$ cat config.mk
export PLATFORM = sky130hd
export DESIGN_NAME = memory_write_buffer
export DESIGN_NICKNAME = d
export VERILOG_FILES = /design/src/rtl/memory_write_buffer_pkg.sv /design/src/rtl/memory_write_buffer_fifo.sv /design/src/rtl/memory_write_buffer.sv
export SDC_FILE = /design/constraint.sdc
export NUM_CORES = 1
export LEC_CHECK = 0
export BUFFER_PORTS_ARGS = -buffer_cell sky130_fd_sc_hd__buf_2
export CAP_MARGIN = 0
export CORE_ASPECT_RATIO = 0.75
export CORE_UTILIZATION = 60
export CTS_CLUSTER_DIAMETER = 50
export DETAILED_ROUTE_END_ITERATION = 10
export GPL_ROUTABILITY_DRIVEN = 0
export GPL_TIMING_DRIVEN = 0
export PLACE_DENSITY_LB_ADDON = 0.25
export SYNTH_ARGS = -nofsm -noshare
export SYNTH_HDL_FRONTEND = slang
export SYNTH_SLANG_ARGS = --single-unit
$ cat constraint.sdc
create_clock -name clk -period 9.9 [get_ports clk]
set_input_delay 0.495 -clock clk [delete_from_list [all_inputs] [get_ports clk]]
set_output_delay 0.495 -clock clk [all_outputs]
set_load 0.01 [all_outputs]
$ cat src/rtl/memory_write_buffer_pkg.sv
// Shared types for the posted-write buffer: FSM encoding, default depth and the entry layout.
package memory_write_buffer_pkg;

    typedef enum logic {
        IDLE = 1'b0,
        ACK  = 1'b1
    } state_t;

    localparam int DEFAULT_DEPTH = 4;
    localparam int ADDR_W        = 30;
    localparam int BE_W          = 4;
    localparam int DATA_W        = 32;

    typedef struct packed {
        logic [ADDR_W-1:0] addr;
        logic [BE_W-1:0]   be;
        logic [DATA_W-1:0] data;
    } entry_t;

endpackage

$ cat src/rtl/memory_write_buffer_fifo.sv
// Entry FIFO with two same-cycle push ports, one pop and a per-slot dword compare.
// Zero-latency head; caller must not push past free space or pop when empty.
module memory_write_buffer_fifo
    import memory_write_buffer_pkg::*;
#(
    parameter int DEPTH = DEFAULT_DEPTH,
    localparam int AW   = $clog2(DEPTH),
    localparam int CW   = AW + 1
) (
    input  logic              clk,
    input  logic              rst_n,
    input  logic              push0,
    input  entry_t            push0_dat,
    input  logic              push1,
    input  entry_t            push1_dat,
    input  logic              pop,
    output entry_t            head,
    output logic              full,
    output logic              empty,
    output logic [CW-1:0]     count,
    input  logic [ADDR_W-1:0] match_addr,
    output logic [DEPTH-1:0]  addr_match
);

    entry_t        mem [DEPTH];
    logic [AW-1:0] wr_ptr;
    logic [AW-1:0] rd_ptr;
    logic [AW-1:0] wr_ptr_1;
    logic [1:0]    n_push;

    assign wr_ptr_1 = wr_ptr + AW'(1);
    assign n_push   = {1'b0, push0} + {1'b0, push1};
    assign head     = mem[rd_ptr];
    assign full     = (count == CW'(DEPTH));
    assign empty    = (count == '0);

    // Second entry lands right behind the first; a lone push1 takes the first free slot.
    always_ff @(posedge clk) begin
        if (push0)
            mem[wr_ptr] <= push0_dat;
        if (push1)
            mem[push0 ? wr_ptr_1 : wr_ptr] <= push1_dat;
    end

    always_ff @(posedge clk or negedge rst_n) begin
        if (!rst_n) begin
            wr_ptr <= '0;
            rd_ptr <= '0;
            count  <= '0;
        end else begin
            wr_ptr <= wr_ptr + AW'(n_push);
            rd_ptr <= rd_ptr + AW'(pop);
            count  <= count + CW'(n_push) - CW'(pop);
        end
    end

    // A slot is live when its distance from the read pointer is below count.
    always_comb begin
        addr_match = '0;
        for (int i = 0; i < DEPTH; i++) begin
            addr_match[i] = ({1'b0, AW'(AW'(i) - rd_ptr)} < count) &&
                            (mem[i].addr == match_addr);
        end
    end

endmodule

$ cat src/rtl/memory_write_buffer.sv
// Posted write buffer: splits byte writes into dword entries, acks one cycle after accept.
// Bus side issues head whenever non-empty; requests stall while fewer than two slots are free.
module memory_write_buffer
    import memory_write_buffer_pkg::*;
#(
    parameter int DEPTH = DEFAULT_DEPTH
) (
    input  logic        clk,
    input  logic        rst_n,
    input  logic        wrbuf_do,
    output logic        wrbuf_done,
    input  logic [31:0] wrbuf_address,
    input  logic [2:0]  wrbuf_length,
    input  logic [31:0] wrbuf_data,
    output logic        mem_write,
    output logic [29:0] mem_address,
    output logic [3:0]  mem_byteenable,
    output logic [31:0] mem_writedata,
    input  logic        mem_waitrequest,
    input  logic [31:0] rdcheck_address,
    output logic        rdcheck_hit,
    output logic        empty
);

    localparam int CW = $clog2(DEPTH) + 1;

    state_t          state, state_nxt;
    logic            accept;
    logic [1:0]      a;
    logic [2:0]      len_eff;
    logic [7:0]      mask8;
    logic [63:0]     data64;
    entry_t          e0, e1, head;
    logic            fifo_full;
    logic [CW-1:0]   count;
    logic [DEPTH-1:0] addr_match;

    always_ff @(posedge clk or negedge rst_n) begin
        if (!rst_n)
            state <= IDLE;
        else
            state <= state_nxt;
    end

    always_comb begin
        state_nxt = IDLE;
        accept    = 1'b0;
        case (state)
            IDLE: begin
                if (wrbuf_do && (count <= CW'(DEPTH - 2)) && !fifo_full) begin
                    accept    = 1'b1;
                    state_nxt = ACK;
                end
            end
            ACK:     state_nxt = IDLE;
            default: state_nxt = IDLE;
        endcase
    end

    assign wrbuf_done = (state == ACK);

    // A write crossing a dword boundary spills its upper lanes into mask8[7:4]/data64[63:32].
    assign a       = wrbuf_address[1:0];
    assign len_eff = (wrbuf_length > 3'd4) ? 3'd4 : wrbuf_length;
    assign mask8   = ((8'd1 << len_eff) - 8'd1) << a;
    assign data64  = {32'd0, wrbuf_data} << {a, 3'b000};

    assign e0 = '{addr: wrbuf_address[31:2],         be: mask8[3:0], data: data64[31:0]};
    assign e1 = '{addr: wrbuf_address[31:2] + 30'd1, be: mask8[7:4], data: data64[63:32]};

    memory_write_buffer_fifo #(.DEPTH(DEPTH)) u_fifo (
        .clk        (clk),
        .rst_n      (rst_n),
        .push0      (accept && (mask8[3:0] != 4'd0)),
        .push0_dat  (e0),
        .push1      (accept && (mask8[7:4] != 4'd0)),
        .push1_dat  (e1),
        .pop        (mem_write && !mem_waitrequest),
        .head       (head),
        .full       (fifo_full),
        .empty      (empty),
        .count      (count),
        .match_addr (rdcheck_address[31:2]),
        .addr_match (addr_match)
    );

    assign mem_write      = !empty;
    assign mem_address    = head.addr;
    assign mem_byteenable = head.be;
    assign mem_writedata  = head.data;
    assign rdcheck_hit    = |addr_match;

endmodule

==> flow_metrics.py <==
metrics = {
    "job": {
        "cap_violations": 0,
    },
    "clocking": {
        "post_cts_buffers": 0,
        "htree_levels": 1,
        "cts_buffer_depth": 3,
        "cts_resized": 0,
        "hold_buffers": 1,
        "clock_latency_ns": 0.57,
        "cts.root.buffer_cell": "clkbuf_16",
        "cts_tree": "built",
        "cts_inserted_buffers": 30,
        "clock_sinks": 272,
        "clkTransAtPathRegs_ns": 0.06,
    },
    "cells_and_area": {
        "drive_gt1_frac": 0.233,
        "final_common_cell": "edfxtp_1",
        "fin_nets": 1587,
        "final_cell_area_sq_um": 18000,
        "syn2layout_area_growth_pct": 14.9,
        "most-common-layout-cells": "edfxtp_1 (264), buf_2 (179), xor2_1 (134)",
        "fin_util": 0.712,
    },
    "route": {
        "wl_per_cell_um": 25.5,
        "drtIter0Drc": 1594,
        "remaining_drc_errors": 0,
        "drtPass1Iterations": 6,
        "ant_nets": 0,
        "vias": 11800,
        "viasPerCell": 6.41,
        "drt_wl_total_um": 46700,
    },
    "pwr": {
        "p_sw_frac": 0.341,
        "p_leak_nw": 6.84,
        "irDropWorstVdd_uv": 177,
        "p_per_area_nw_per_um2": 239,
        "p_switching_w": 0.00147,
        "p_int_w": 0.00284,
        "clkPwrFrac": 0.273,
        "seq_power_share": 0.367,
        "power_frac_comb": 0.360,
    },
    "sta": {
        "clock_skew_ns": 0.0195,
        "rsz0062_at_grt": "no",
        "period_share": 0.386,
        "slew-limit-headroom": 0.242,
        "max_freq_ghz": 0.262,
        "slew_violations": 0,
        "hold_violations": 0,
        "fin_crit_ns": 3.82,
        "finalSetupTns_ns": 0,
        "hold_ws_ns": 0.306,
        "worstMarginPinSlew_ns": 1.13,
        "finalSetupViolations": 0,
    },
    "setup_path": {
        "worstPathCellList": "clkbuf_1 > buf_1 > inv_1 > ha_1 > inv_1 > a2111oi_0 > nand4_1 > nor4_1 > or4_1 > buf_2",
        "cpMostUsedCell": "inv_1",
        "r2r_setup_slack_ns": 6.57,
        "critPathCaptureType": "output pin",
        "cp-start-kind": "flip-flop",
        "path_class": "reg2out",
        "crit_required_ns": 9.41,
        "critical_path.max_stage_delay_ns": 0.62,
        "critPathMaxFanout": 10,
        "crit_slowest_cell": "buf_1",
        "crit_arrival_ns": 3.32,
    },
    "synth": {
        "ys_ff_latch": 272,
        "synth_top_area_frac": 0.505,
        "synth-main-ff-cell": "edfxtp_1",
        "synth_area_leaders": "edfxtp_1 (51%), mux4_2 (9.5%), xor2_1 (7.5%)",
        "synth_top_area_cell": "edfxtp_1",
        "avgSynthCellArea_sq_um": 12.2,
        "ys_seq_area_frac": 0.518,
        "yosys_warnings": 0,
        "synth_cell_type_count": 48,
        "synth_edf_count": 264,
        "synthArstFlopShare": 0.0294,
        "synth_nets": 1408,
        "syn-cell-area_sq_um": 15700,
        "syn_inst": 1289,
    },
    "global_routing": {
        "grt_first_pass_wirelength_um": 68400,
        "grt_max_degree": 52,
        "first_global_vias": 11400,
        "antenna_found_initial": 4,
        "grt_overflow": 0,
        "track_usage": 0.348,
    },
    "die": {
        "fp-row-count": 50,
        "die-area_sq_um": 26800,
        "die_h_um": 142,
        "start_util": 0.620,
        "pin_count": 173,
        "design.core.area_sq_um": 25300,
        "die_x_um": 189,
    },
    "hold_path": {
        "hold_class": "in2reg",
    },
    "place": {
        "port_buffers": 142,
        "hpwlAfterDp_um": 33700,
        "post_dp_cell_area_sq_um": 17000,
    },
    "outcome": {
        "status": "finished clean",
    },
}
## power groups by stage
stage | Sequential (W) | Combinational, W | Clock (W)
2_1_floorplan | 0.00159 | 0.000974 | 0
3_3_place_gp | 0.00162 | 0.00147 | 0
3_5_place_dp | 0.00160 | 0.00152 | 0
4_1_cts | 0.00158 | 0.00153 | 0.00118
5_1_grt | 0.00160 | 0.00164 | 0.00122
6_report | 0.00158 | 0.00155 | 0.00118
## worst paths after layout
path                            cells after the start                        from                          end
worst max-delay path                               10  u_fifo.rd_ptr[1]$_DFF_PN0_                  rdcheck_hit
worst min-delay path                                3           wrbuf_address[26]  u_fifo.mem[3][60]$_DFFE_PP_
worst max register to register                     10  u_fifo.wr_ptr[0]$_DFF_PN0_  u_fifo.mem[3][53]$_DFFE_PP_
worst min register to register                      1  u_fifo.rd_ptr[0]$_DFF_PN0_   u_fifo.rd_ptr[0]$_DFF_PN0_
max in group asynchronous                           2                       rst_n   u_fifo.wr_ptr[1]$_DFF_PN0_
min in group asynchronous                           2                       rst_n   u_fifo.wr_ptr[0]$_DFF_PN0_
## state kept, by name, summed over array words and instances, names as in the netlist
name           flops
u_fifo.count       3
wrbuf_done         1
u_fifo.rd_ptr      2
u_fifo.wr_ptr      2
u_fifo.mem       264
## final cells by class
class	instances	area, sq um
multi-input combinational	900	7030
sequential	272	8130
fill	1805	7310
buffer	100	507
antenna	4	10.0
inverter	17	63.8
timing repair buffer	147	831
tap	338	423
clock buffer	37	797
clock inverter	19	241
## routing by layer
metal / global-route usage / wire length [um]
met5: 0 / 0
met3: 0.124 / 7290
met1: 0.499 / 18300
met4: 0.0938 / 1310
met2: 0.502 / 19800
## kinds of logic after synthesis
family,share of synthesized area
xor gates and xnor gates,0.132
adders and majority gates,0.0132
AOI/OAI and AO/OA,0.0442
and+or+nand+nor,0.111
muxes,0.146
DFF,0.518
buffers and inverters,0.0363
## worst max-delay path: cells and delay by family, from the launching register on
| kind | cells | cell delay (ns) |
|---|---|---|
| buffers and inverters | 5 | 1.19 |
| and+or+nand+nor | 3 | 0.52 |
| AOI/OAI and AO/OA | 1 | 0.38 |
| DFF | 1 | 0.35 |
| adders and majority gates | 1 | 0.32 |
## metrics by stage
step | power, W | cells | worst slack [ns]
floorplan | 0.00256 | 1289 | 6.25
global placement | 0.00309 | 1769 | 4.61
detailed placement | 0.00313 | 1773 | 6.68
CTS | 0.00429 | 1830 | 6.10
global route | 0.00446 | 1832 | 5.88
finish | 0.00432 | 1834 | 6.08
## cells in the mapped netlist, types with 3 or more instances
cell and instances:
nand4_1 15, and3_1 24, nor3_1 7, clkbuf_1 38
a2111oi_0 4, nor2_1 124, mux2i_1 55, or2_2 8
nor2b_1 3, buf_6 6, nand3_1 25, xor2_1 134
and4_1 6, mux4_2 66, nor4_1 23, nand2_1 129
ha_1 15, a311oi_1 4, mux2_2 18, buf_2 37
xnor2_1 102, buf_1 9, buf_4 7, a22oi_1 9
edfxtp_1 264, dfrtp_1 8, a21oi_1 51, and2_1 6
inv_1 17, o21ai_0 52
No activity file was read; power rests on OpenSTA's default activity.
